<file path="src/rtl/dram_port_arbiter.sv">
// -----------------------------------------------------------------------------
// dram_port_arbiter
//
// Shares one single-port synchronous DRAM macro (altsyncram style: address,
// data, rden, wren in; q out) among N_REQ core requesters. Requests are served
// round-robin, one memory access at a time. Each completed access returns a
// one-cycle acknowledge and, for reads, the read data.
//
// Access sequence per grant: IDLE -> ACCESS (enables high for one cycle) ->
// WAIT (READ_LAT cycles) -> DONE (o_ack pulse) -> IDLE.
//
// Ports
//   i_clk       system clock, rising edge
//   i_rst       synchronous active-high reset
//   i_req       per-requester request level
//   i_we        per-requester write enable (1 = write, 0 = read)
//   i_addr      packed addresses, requester k at [k*ADDR_W +: ADDR_W]
//   i_wdata     packed write data, requester k at [k*DATA_W +: DATA_W]
//   o_ack       one-hot, one-cycle completion pulse
//   o_rdata     read data, valid in the o_ack cycle of a read
//   o_busy      high whenever the arbiter is not idle
//   o_mem_addr  DRAM address
//   o_mem_data  DRAM write data
//   o_mem_rden  DRAM read enable
//   o_mem_wren  DRAM write enable
//   i_mem_q     DRAM read data
// -----------------------------------------------------------------------------
module dram_port_arbiter #(
    parameter int N_REQ    = 4,
    parameter int ADDR_W   = 16,
    parameter int DATA_W   = 8,
    parameter int READ_LAT = 1
) (
    input  logic                      i_clk,
    input  logic                      i_rst,
    input  logic [N_REQ-1:0]          i_req,
    input  logic [N_REQ-1:0]          i_we,
    input  logic [N_REQ*ADDR_W-1:0]   i_addr,
    input  logic [N_REQ*DATA_W-1:0]   i_wdata,
    output logic [N_REQ-1:0]          o_ack,
    output logic [DATA_W-1:0]         o_rdata,
    output logic                      o_busy,
    output logic [ADDR_W-1:0]         o_mem_addr,
    output logic [DATA_W-1:0]         o_mem_data,
    output logic                      o_mem_rden,
    output logic                      o_mem_wren,
    input  logic [DATA_W-1:0]         i_mem_q
);

    localparam int PTR_W = (N_REQ > 1) ? $clog2(N_REQ) : 1;
    // Counter holds READ_LAT-1 at most.
    localparam int CNT_W = $clog2(READ_LAT + 1);

    typedef enum logic [1:0] {
        ST_IDLE   = 2'd0,
        ST_ACCESS = 2'd1,
        ST_WAIT   = 2'd2,
        ST_DONE   = 2'd3
    } state_t;

    state_t              state_q,  state_d;
    logic [PTR_W-1:0]    ptr_q,    ptr_d;
    logic [N_REQ-1:0]    served_q, served_d;
    logic [CNT_W-1:0]    cnt_q,    cnt_d;
    logic [PTR_W-1:0]    sel_q,    sel_d;
    logic                we_q,     we_d;
    logic [N_REQ-1:0]    ack_q,    ack_d;
    logic [DATA_W-1:0]   rdata_q,  rdata_d;
    logic [ADDR_W-1:0]   maddr_q,  maddr_d;
    logic [DATA_W-1:0]   mdata_q,  mdata_d;
    logic                rden_q,   rden_d;
    logic                wren_q,   wren_d;

    logic [N_REQ-1:0]    eligible;
    logic [PTR_W:0]      pick;
    logic [PTR_W-1:0]    pick_idx;
    logic                pick_found;

    // Returns {found, index} of the first set bit of elig, scanning
    // ptr, ptr+1, ... modulo N_REQ. The loop runs downward and overwrites,
    // so the lowest offset from ptr wins.
    function automatic logic [PTR_W:0] rr_pick(input logic [N_REQ-1:0] elig,
                                               input logic [PTR_W-1:0] ptr);
        logic [PTR_W:0] res;
        int             idx;
        res = '0;
        for (int i = N_REQ - 1; i >= 0; i--) begin
            idx = int'(ptr) + i;
            if (idx >= N_REQ) begin
                idx = idx - N_REQ;
            end
            if (elig[idx[PTR_W-1:0]]) begin
                res = {1'b1, idx[PTR_W-1:0]};
            end
        end
        return res;
    endfunction

    // A requester already served stays masked until it drops i_req, so a
    // held-high request is never granted twice.
    assign eligible   = i_req & ~served_q;
    assign pick       = rr_pick(eligible, ptr_q);
    assign pick_found = pick[PTR_W];
    assign pick_idx   = pick[PTR_W-1:0];

    always_comb begin
        state_d  = state_q;
        ptr_d    = ptr_q;
        // Any requester sampled low loses its served mark on this edge.
        served_d = served_q & i_req;
        cnt_d    = cnt_q;
        sel_d    = sel_q;
        we_d     = we_q;
        ack_d    = '0;
        rdata_d  = rdata_q;
        maddr_d  = maddr_q;
        mdata_d  = mdata_q;
        rden_d   = 1'b0;
        wren_d   = 1'b0;

        case (state_q)
            ST_IDLE: begin
                if (pick_found) begin
                    sel_d   = pick_idx;
                    we_d    = i_we[pick_idx];
                    maddr_d = i_addr[int'(pick_idx)*ADDR_W +: ADDR_W];
                    mdata_d = i_wdata[int'(pick_idx)*DATA_W +: DATA_W];
                    wren_d  = i_we[pick_idx];
                    rden_d  = ~i_we[pick_idx];
                    state_d = ST_ACCESS;
                end
            end

            ST_ACCESS: begin
                // The DRAM samples on the edge closing this cycle.
                cnt_d   = CNT_W'(READ_LAT - 1);
                state_d = ST_WAIT;
            end

            ST_WAIT: begin
                if (cnt_q == '0) begin
                    if (!we_q) begin
                        rdata_d = i_mem_q;
                    end
                    ack_d[sel_q]    = 1'b1;
                    served_d[sel_q] = 1'b1;
                    ptr_d   = (sel_q == PTR_W'(N_REQ - 1)) ? '0 : sel_q + PTR_W'(1);
                    state_d = ST_DONE;
                end else begin
                    cnt_d = cnt_q - CNT_W'(1);
                end
            end

            ST_DONE: begin
                state_d = ST_IDLE;
            end

            default: begin
                state_d = ST_IDLE;
            end
        endcase
    end

    always_ff @(posedge i_clk) begin
        if (i_rst) begin
            state_q  <= ST_IDLE;
            ptr_q    <= '0;
            served_q <= '0;
            cnt_q    <= '0;
            sel_q    <= '0;
            we_q     <= 1'b0;
            ack_q    <= '0;
            rdata_q  <= '0;
            maddr_q  <= '0;
            mdata_q  <= '0;
            rden_q   <= 1'b0;
            wren_q   <= 1'b0;
        end else begin
            state_q  <= state_d;
            ptr_q    <= ptr_d;
            served_q <= served_d;
            cnt_q    <= cnt_d;
            sel_q    <= sel_d;
            we_q     <= we_d;
            ack_q    <= ack_d;
            rdata_q  <= rdata_d;
            maddr_q  <= maddr_d;
            mdata_q  <= mdata_d;
            rden_q   <= rden_d;
            wren_q   <= wren_d;
        end
    end

    assign o_ack      = ack_q;
    assign o_rdata    = rdata_q;
    assign o_busy     = (state_q != ST_IDLE);
    assign o_mem_addr = maddr_q;
    assign o_mem_data = mdata_q;
    assign o_mem_rden = rden_q;
    assign o_mem_wren = wren_q;

endmodule
</file>
<file path="config.mk">
export PLATFORM = sky130hd
export DESIGN_NAME = dram_port_arbiter
export DESIGN_NICKNAME = d
export VERILOG_FILES = /design/src/rtl/dram_port_arbiter.sv
export SDC_FILE = /design/constraint.sdc
export NUM_CORES = 1
export LEC_CHECK = 0
export ABC_AREA = 1
export BUFFER_PORTS_ARGS = -buffer_cell sky130_fd_sc_hd__buf_2
export CAP_MARGIN = 30
export CORE_MARGIN = 3
export CORE_UTILIZATION = 51
export DETAILED_ROUTE_END_ITERATION = 7
export MAX_ROUTING_LAYER = met4
export PLACE_DENSITY = 0.87
export SYNTH_ARGS = -nofsm -noshare
export SYNTH_HDL_FRONTEND = slang
export SYNTH_SLANG_ARGS = --single-unit
export TNS_END_PERCENT = 20
</file>
<file path="constraint.sdc">
create_clock -name i_clk -period 2.4 [get_ports i_clk]
set_input_delay 0.24 -clock i_clk [delete_from_list [all_inputs] [get_ports i_clk]]
set_output_delay 0.24 -clock i_clk [all_outputs]
set_load 0.01 [all_outputs]
</file>
Word level (Yosys, flattened, before mapping)
Cells that the tools add are included.
Storage, ports and cells
  flip-flop bits (word level): 50
  input bits: 114
  output and inout bits: 39
  logic and storage cells: 88
Cells by class
  add/sub/neg operators: 9
  magnitude comparators: 11
  equality and inequality tests: 6
  shifts and indexed selects: 2
  multiplexer cells: 28
  bitwise logic cells: 10
  reduce and logical (&&, ||, !) cells: 10
Operators by type and width (count)
  variable part select 64 x 7 -> 16 bit: 1
  variable part select 32 x 6 -> 8 bit: 1
  < comparator 2 x 3 -> 1 bit (second input constant): 6
  two-way mux 2 bit: 7
  two-way mux 3 bit: 4
  binary-select mux 1 bit (select 2 bit): 5
  >= comparator 3 bit (second input constant): 3
  bitwise AND 4 bit: 2
  two-way mux 4 bit: 2
  case mux 2 bit (4 select lines): 1
  subtractor 2 x 1 -> 2 bit (second input constant): 4
  two-way mux 1 bit: 7
  adder 2 x 2 -> 3 bit (second input constant): 2
  equality test 2 bit (second input constant): 3
  inverter 1 bit: 6
  AND reduction 2 bit: 3
  OR reduction 3 bit: 2
  != test 2 bit (second input constant): 2
  inverter 4 bit: 1
  OR 4 bit: 1
  nonzero test 2 bit: 2
  adder 2 x 1 -> 3 bit (second input constant): 1
  >= comparator 2 x 3 -> 1 bit (second input constant): 1
  AND reduction 3 bit: 1
  8 further kinds: 8

Logic depth before layout (Yosys ltp)
Gate-level depths: netlist (run 1).
  word-level depth: 12
  mapped depth: 16
  mapped depth without buffers: 14

Worst setup path after synthesis (run 1)
Ideal clock, no wire load.
  kind: reg2reg
  start point: register ptr_q[0]
  end point: register maddr_q[15], in the netlist o_mem_addr[15]
  setup time: 0.117 ns
  arrival time: 1.497 ns
  data required time: 2.283 ns
  slack: 0.786 ns
  cell stages (with the launch flop): 15
  buffers on the path: 2
  clock period less this slack: 1.614 ns
  cell sequence: dfxtp_1 > buf_6 > inv_4 > nand3_1 > nand2_1 > nand2_1 > nand2_1 > nand2_1 > nand2_2 > nand2_4 > nand2_4 > buf_4 > or2_0 > o211ai_1 > nand2_1
Between the ends
  longest elaborated chain between the ends: 10
  elaborated cells on any way between the ends: 29
  classes of those cells: add/sub: 7; order compare: 4; shift: 1; mux: 16; reduce/logical: 1
RTL lines
  start, declared: line 62  | logic [PTR_W-1:0] ptr_q, ptr_d;
  start signal, assigned: line 180  | ptr_q <= ptr_d;
  adder 2 x 2 -> 3 bit: line 88  | idx = int'(ptr) + i;
  >= comparator 3 bit / subtractor 2 x 1 -> 2 bit (equally long branches): line 89, 90
  two-way mux 2 bit: line 89  | if (idx >= N_REQ) begin
  binary-select mux 1 bit (select 2 bit): line 92  | if (elig[idx[PTR_W-1:0]]) begin
  two-way mux 1 bit (not written as such): line 92
  two-way mux 3 bit (3 in a row): line 92
  two-way mux 3 bit *: line 92
  variable part select 64 x 7 -> 16 bit / AND reduction 2 bit (equally long branches)
  end signal, assigned: line 187  | maddr_q <= maddr_d;
  end, declared: line 69  | logic [ADDR_W-1:0] maddr_q, maddr_d;
Mark *: on every way between the ends. The rest lies on a longest branch, timed or not. The select of a mux whose other input is x is not followed.
A chain may end at the register's enable or synchronous reset.

Final worst setup path (run 1)
  start point: register ptr_q[0]
  end point: register maddr_q[1], in the netlist o_mem_addr[1]
The elaborated chain is that of the path after synthesis.

==> results.tsv, run 1 <==
stage	metric	value	unit
clock_network	clock transition at the registers of the reported paths	0.10	ns
setup_path	peak per-stage delay on the critical path	0.49	ns
die	Rows	28	
route	1st-pass router iterations	4	
layout	flip-flop and latch area	982	um^2
synthesis	Syn Inst Count	524	
sta	post-route setup TNS	0	ns
route	# DRC	0	
clock_network	cts bufs inserted	5	
power_and_ir_drop	VDD IR max	0.858	mV
power_and_ir_drop	Logic pwr share	0.638	
route	via count	3719	
die	CORE AREA	0.00603	mm^2
setup_path	reg2reg end	o_mem_addr[1]$_SDFFE_PP0P_	
global_route	All-Layer GR Usage	0.260	
placement	Post-Place Worst Slack	0.184	ns
synthesis	sequential share of the synthesized area	0.304	
setup_path	worst path cell trace	inv_4 -> nand3_1 -> nand2_1 -> nand2_1 -> nand2_1 -> nand2_1 -> nand2_2 -> nand2_4 -> buf_4 -> nand3_1 -> nand3_1 -> nand3_1 -> nand2_1 -> inv_1	
route	Final Routed Wirelength	9450	um
synthesis	synthesized net count	645	
sta	Final WS setup	0.261	ns
synthesis	top_reg_cell synth	dfxtp_1	
power_and_ir_drop	Psw	2.64	mW
clock_network	CTS tree	built	
sta	skew final	0.00884	ns
setup_path	CP top delay family	simple AND/OR/NAND/NOR gates	
synthesis	syn avg cell area	6.17	um^2
route	Iteration-0 DRC Markers	154	
hold_path	HP Class	in -> reg	
die	die area	0.00733	mm^2
die	# IOs	153	
global_route	largest net degree at the start of global routing	53	
route	via density per instance	5.03	
placement	dpl hpwl	7090	um
setup_path	CP Buf/Inv Count	3	
sta	final period demand of the worst path	2.14	ns
route	ANT nets after route	0	
global_route	global-route wire length before repair	15200	um
power_and_ir_drop	Tot Pwr	5.19	mW
hold_path	hold endpoint	o_rdata[0]$_SDFFE_PP0P_	
placement	port bufs	152	
layout	antenna cells	0	
layout	Final nets	784	
synthesis	most numerous cell in the Yosys netlist	inv_1	
clock_network	Clock Latency Late Sink	0.31	ns
synthesis	fraction of registers with async set/reset	0	
sta	actual slew at the worst max-slew pin	0.482	ns
die	DIE HEIGHT	85.6	um
setup_path	reg2reg setup slack	0.26	ns
power_and_ir_drop	Leak	2.50	nW
synthesis	Yosys top cell area share	0.304	
hold_path	HP Start	i_mem_q[0]	
setup_path	CP Capture Type	flip-flop	
placement	Final Wtd Congestion	0.880	
power_and_ir_drop	Sequential Power Share	0.241	
route	routed length per instance	12.8	um
layout	area of the multi-input gates	0.00169	mm^2
clock_network	clock sink count	49	
sta	RSZ-0062 raised after global routing	no	
global_route	grt ovf	0	
layout	Fillers	558	
setup_path	CP Class	reg -> reg	
sta	Final period util	0.891	
setup_path	CP Launch Type	flip-flop	
synthesis	Synth warnings	0	
setup_path	Crit Path Max Fanout	32	
setup_path	Reg-to-Reg Start	ptr_q[0]$_SDFFE_PP0P_	
synthesis	Post-synth EDFFs	0	
sta	Hold Violations, Final	0	
setup_path	WP data required	2.61	ns
sta	Max Clk Rate	0.467	GHz
run_status	outcome	complete, no violations	
power_and_ir_drop	power share of the clock group	0.121	
setup_path	most used cell, CP	nand2_1	
setup_path	CP max stage cell	dfxtp_2	
sta	Final setup violation count	0	
clock_network	clock root cell	clkbuf_8	
synthesis	Commonest cells post-synth	107 x inv_1, 104 x nand2_1, 104 x nand3_1	
layout	Syn-to-layout area delta	27.0	%
sta	Final Max Tran Viols	0	
die	Die Width	85.6	um
hold_path	hold depth	3	
clock_network	clk buf depth	2	
power_and_ir_drop	Sw Share	0.509	
synthesis	leading area contributor after synthesis	dfxtp_1	
global_route	vias in the first global route	3532	
power_and_ir_drop	PD cells	1260	mW/mm^2
global_route	initial antenna violation count	0	
power_and_ir_drop	internal power	2.55	mW
clock_network	htree depth	2	
synthesis	Post-Syn Area	0.00323	mm^2
job	max_cap viols	0	
setup_path	FF-to-FF path depth	14	
sta	Rel. slew slack	0.678	
setup_path	critical path arrival	2.35	ns
synthesis	#FFs+latches synth	49	
synthesis	top post-synthesis cells by area	dfxtp_1 30%, nand3_1 16%, inv_1 12%	
synthesis	count of cell types in the netlist	33	
layout	layout cell share with drive strength beyond 1	0.280	
die	initial core utilization	0.536	
[sequential cells by signal (all words and copies together) (netlist names)]
| signal | flops |
|---|---|
| o_mem_addr | 16 |
| o_mem_data | 8 |
| o_rdata | 8 |
| o_ack | 4 |
| served_q | 4 |
| ptr_q | 2 |
| sel_q | 2 |
| state_q | 2 |
| o_mem_rden | 1 |
| o_mem_wren | 1 |
| we_q | 1 |
[cell usage in the layout, fill, tap and decap left out]
cell type	count
buf_2	152
inv_1	107
nand3_1	104
nand2_1	104
nor2_1	58
dfxtp_1	48
o21ai_0	12
nand3b_1	8
or2_0	8
o211ai_1	8
ha_1	7
a21oi_1	6
clkbuf_8	5
a31o_2	4
buf_4	4
inv_2	3
inv_4	2
a211oi_1	2
nand3_2	2
nand2_2	2
nor2_2	2
nor2_4	2
inv_6	2
clkinv_1	1
xnor2_1	1
xor2_1	1
and2_4	1
nand2_4	1
nand2_8	1
a21boi_1	1
nor2_8	1
nand4_1	1
o21ai_1	1
bufinv_16	1
dfxtp_2	1
[area by class of cell]
cell class / instances / share of cell area
Inverter: 113 / 0.105
Multi-Input combinational cell: 338 / 0.412
Clock inverter: 3 / 0.0116
Timing Repair Buffer: 156 / 0.193
Clock buffer: 5 / 0.0168
Sequential cell: 49 / 0.239
Tap cell: 75 / 0.0229
[per-stage QoR]
stage          hold slack (ns)  cells  utilization  cell area (um^2)
2_1_floorplan            0.375    524            -              3230
3_3_place_gp             0.464    731        0.660              3980
3_5_place_dp             0.473    731        0.660              3980
4_1_cts                  0.147    739        0.679              4090
5_1_grt                  0.152    739        0.681              4100
6_report                 0.154    739        0.681              4100
[power by group through the flow]
stage / Clock [mW] / Sequential [mW] / Combinational (mW)
2_1_floorplan: 0 / 1.33 / 2.50
3_3_place_gp: 0 / 1.25 / 3.15
3_5_place_dp: 0 / 1.26 / 3.28
4_1_cts: 0.638 / 1.25 / 3.29
5_1_grt: 0.674 / 1.29 / 3.73
6_report: 0.628 / 1.25 / 3.31
[layer usage]
layer	up-vias	global-route usage	wire, um
met5	-	-	0
met4	0	0.0849	170
met3	15	0.0471	679
met2	143	0.459	4750
met1	1670	0.296	3850
li1	1891	-	-
[worst max-delay path by stage]
stage / end / start / depth (start not counted) / slack [ns]
6_report: o_mem_addr[1]$_SDFFE_PP0P_ / ptr_q[0]$_SDFFE_PP0P_ / 14 / 0.26
3_5_place_dp: o_mem_data[0]$_SDFFE_PP0P_ / ptr_q[0]$_SDFFE_PP0P_ / 10 / 0.18
3_3_place_gp: o_mem_data[7]$_SDFFE_PP0P_ / ptr_q[0]$_SDFFE_PP0P_ / 11 / 0.32
2_1_floorplan: o_mem_addr[15]$_SDFFE_PP0P_ / ptr_q[0]$_SDFFE_PP0P_ / 14 / 0.79
4_1_cts: o_mem_data[0]$_SDFFE_PP0P_ / ptr_q[0]$_SDFFE_PP0P_ / 11 / 0.12
5_1_grt: o_mem_addr[8]$_SDFFE_PP0P_ / ptr_q[0]$_SDFFE_PP0P_ / 14 / 0.07
[what timing repair did]
item,in CTS,in global routing
setup endpoints to repair,0,27
hold buffers,0,0
setup buffers,0,0
resized for setup,0,2
[logic make-up (layout without fill, tap and decap cells)]
kind of cell	count (synthesis)	count (layout)	share of synthesized area
compound gates	34	34	0.0658
xor+xnor	2	2	0.00542
fa+ha+maj	7	7	0.0271
buf+inv	137	277	0.176
flops	49	49	0.304
simple gates	295	295	0.422
[tightest hold or removal path, cell delays in order]
cell and delay, ns:
buf_2 0.07, nor2_1 0.04, nor2_1 0.08
Power figures use the tool's default switching activity.
==> inputs of run 2 (changes only) <==
Settings changed: GPL_TIMING_DRIVEN set to 0.
==> run 2 against run 1 <==
Effect of this change:
- clock-buffer cell count increased by 1
- design area increased by 1.7%
- register-to-register slack improved by 0.15 ns
- hold slack got worse by 0.0063 ns
- total power increased by 3.3%
- fmax increased by 7.7%
- clock skew increased by 0.0028 ns
- largest power group unchanged
- highest routed layer unchanged
==> results.tsv, run 2 (synthesized netlist as in run 1, its figures left out) <==
stage	metric	value	unit	change
sta	Final WS setup	0.414	ns	was 0.261 ns
die	Die Width	85.6	um	unchanged
die	die area	0.00733	mm^2	unchanged
layout	max FFs per register	16		unchanged
setup_path	worst path cell trace	buf_6 -> inv_4 -> nand3_1 -> nand2_1 -> nand2_1 -> nand2_1 -> nand2_1 -> nand3_2 -> nand2_4 -> buf_4 -> nand2_1 -> nand3_1 -> nand3_1 -> nand2_1 -> inv_1		was inv_4 -> nand3_1 -> nand2_1 -> nand2_1 -> nand2_1 -> nand2_1 -> nand2_2 -> nand2_4 -> buf_4 -> nand3_1 -> nand3_1 -> nand3_1 -> nand2_1 -> inv_1
clock_network	clock sink count	49		unchanged
setup_path	Crit Path Max Fanout	10		was 32
setup_path	CP Class	reg -> reg		unchanged
power_and_ir_drop	Tot Pwr	5.36	mW	was 5.19 mW
sta	actual slew at the worst max-slew pin	0.542	ns	was 0.482 ns
power_and_ir_drop	Leak	2.54	nW	was 2.50 nW
sta	Final Max Tran Viols	0		unchanged
setup_path	CP Capture Type	flip-flop		unchanged
layout	layout cell share with drive strength beyond 1	0.291		was 0.280
sta	Min Hold Slack	0.147	ns	was 0.154 ns
clock_network	cts bufs inserted	5		unchanged
clock_network	clk buf depth	2		unchanged
run_status	outcome	complete, no violations		unchanged
die	DIE HEIGHT	85.6	um	unchanged
sta	RSZ-0062 raised after global routing	no		unchanged
clock_network	# Post-CTS Setup Buffers	0		unchanged
global_route	grt ovf	0		unchanged
clock_network	htree depth	2		unchanged
setup_path	most used cell, CP	nand2_1		unchanged
layout	Final nets	804		was 784
power_and_ir_drop	PD cells	1280	mW/mm^2	was 1260 mW/mm^2
job	max_cap viols	0		unchanged
global_route	largest net degree at the start of global routing	16		was 53
route	routed length per instance	12.8	um	about the same
layout	Fillers	547		was 558
setup_path	WP data required	2.62	ns	was 2.61 ns
route	via count	3796		was 3719
placement	Final Wtd Congestion	0.954		was 0.880
layout	Syn-to-layout area delta	29.2	%	was 27.0%
die	Rows	28		unchanged
clock_network	clock transition at the registers of the reported paths	0.10	ns	about the same
setup_path	peak per-stage delay on the critical path	0.34	ns	was 0.49 ns
sta	final period demand of the worst path	1.99	ns	was 2.14 ns
clock_network	Clock Latency Late Sink	0.31	ns	about the same
sta	Max Clk Rate	0.504	GHz	was 0.467 GHz
global_route	All-Layer GR Usage	0.269		was 0.260
power_and_ir_drop	VDD IR max	0.750	mV	was 0.858 mV
clock_network	Hold Buf Count CTS	0		unchanged
placement	port bufs	152		unchanged
setup_path	Critical Path Start	ptr_q[0]$_SDFFE_PP0P_		unchanged
layout	most common cell after layout, fill and taps aside	buf_2		unchanged
clock_network	Post-CTS Resized	0		unchanged
die	CORE AREA	0.00603	mm^2	unchanged
setup_path	critical path arrival	2.20	ns	was 2.35 ns
global_route	global-route wire length before repair	15700	um	was 15200 um
clock_network	CTS tree	built		unchanged
hold_path	HP Class	in -> reg		unchanged
global_route	vias in the first global route	3596		was 3532
global_route	initial antenna violation count	0		unchanged
route	# DRC	0		unchanged
sta	post-route setup TNS	0	ns	unchanged
layout	commonest non-fill, non-tap cells in the layout	164 x buf_2, 107 x inv_1, 104 x nand3_1, 104 x nand2_1, 58 x nor2_1		was 152 x buf_2, 107 x inv_1, 104 x nand3_1, 104 x nand2_1, 58 x nor2_1
sta	Final setup violation count	0		unchanged
setup_path	CP max stage cell	dfxtp_1		was dfxtp_2
sta	Rel. slew slack	0.639		was 0.678
layout	antenna cells	0		unchanged
die	initial core utilization	0.536		unchanged
route	ANT nets after route	0		unchanged
placement	dpl hpwl	7630	um	was 7090 um
setup_path	CP Launch Type	flip-flop		unchanged
setup_path	Reg-to-Reg Start	ptr_q[0]$_SDFFE_PP0P_		unchanged
route	via density per instance	5.00		was 5.03
route	Final Routed Wirelength	9710	um	was 9450 um
sta	Hold Violations, Final	0		unchanged
hold_path	HP Start	i_mem_q[4]		was i_mem_q[0]
placement	Post-Place Worst Slack	0.452	ns	was 0.184 ns
route	1st-pass router iterations	5		was 4
die	# IOs	153		unchanged
route	Iteration-0 DRC Markers	205		was 154
sta	Final period util	0.827		was 0.891
clock_network	clock root cell	clkbuf_8		unchanged
sta	skew final	0.0116	ns	was 0.00884 ns
-- run 2: report_power, final --
group	total [mW]	internal (mW)	switching (mW)
Combinational	3.62	1.31	2.32
Clock	0.508	0.206	0.301
Sequential	1.23	1.09	0.140
-- run 2: per-stage QoR --
| step | std cells | utilization | instance area, um^2 |
|---|---|---|---|
| 2_1_floorplan | 524 | - | 3230 |
| 3_3_place_gp | 751 | 0.678 | 4090 |
| 3_5_place_dp | 751 | 0.678 | 4090 |
| 4_1_cts | 759 | 0.692 | 4170 |
| 5_1_grt | 759 | 0.692 | 4170 |
| 6_report | 759 | 0.692 | 4170 |
-- run 2: area by class of cell --
type	count	area [um^2]	area share
Buffer	24	139	0.0333
Clock buffer	6	72.6	0.0174
Clock inverter	2	15.0	0.00360
Inverter	113	429	0.103
Multi-Input combinational cell	338	1680	0.403
Sequential cell	49	981	0.235
Tap cell	75	93.8	0.0225
Timing Repair Buffer	152	761	0.182
-- run 2: path summary, 6_finish.rpt --
check	depth (start not counted)	to	slack, ns
setup / recovery	15	o_mem_addr[5]$_SDFFE_PP0P_	0.41
hold / removal	3	o_rdata[4]$_SDFFE_PP0P_	0.15
setup reg to reg	15	o_mem_addr[5]$_SDFFE_PP0P_	0.41
hold reg to reg	1	served_q[2]$_SDFF_PP0_	0.50
-- run 2: worst max-delay path, delay by kind of cell, from the launching register on --
family        cells  cell delay, ns
buf+inv           4            0.43
flops             1            0.34
simple gates     11            1.12
-- run 2: per-layer routing --
layer	vias to the layer above	global-route usage	routed length [um]
li1	1928	-	-
met1	1694	0.305	4030
met2	156	0.475	4830
met3	18	0.0567	708
met4	0	0.0763	143
met5	-	-	0
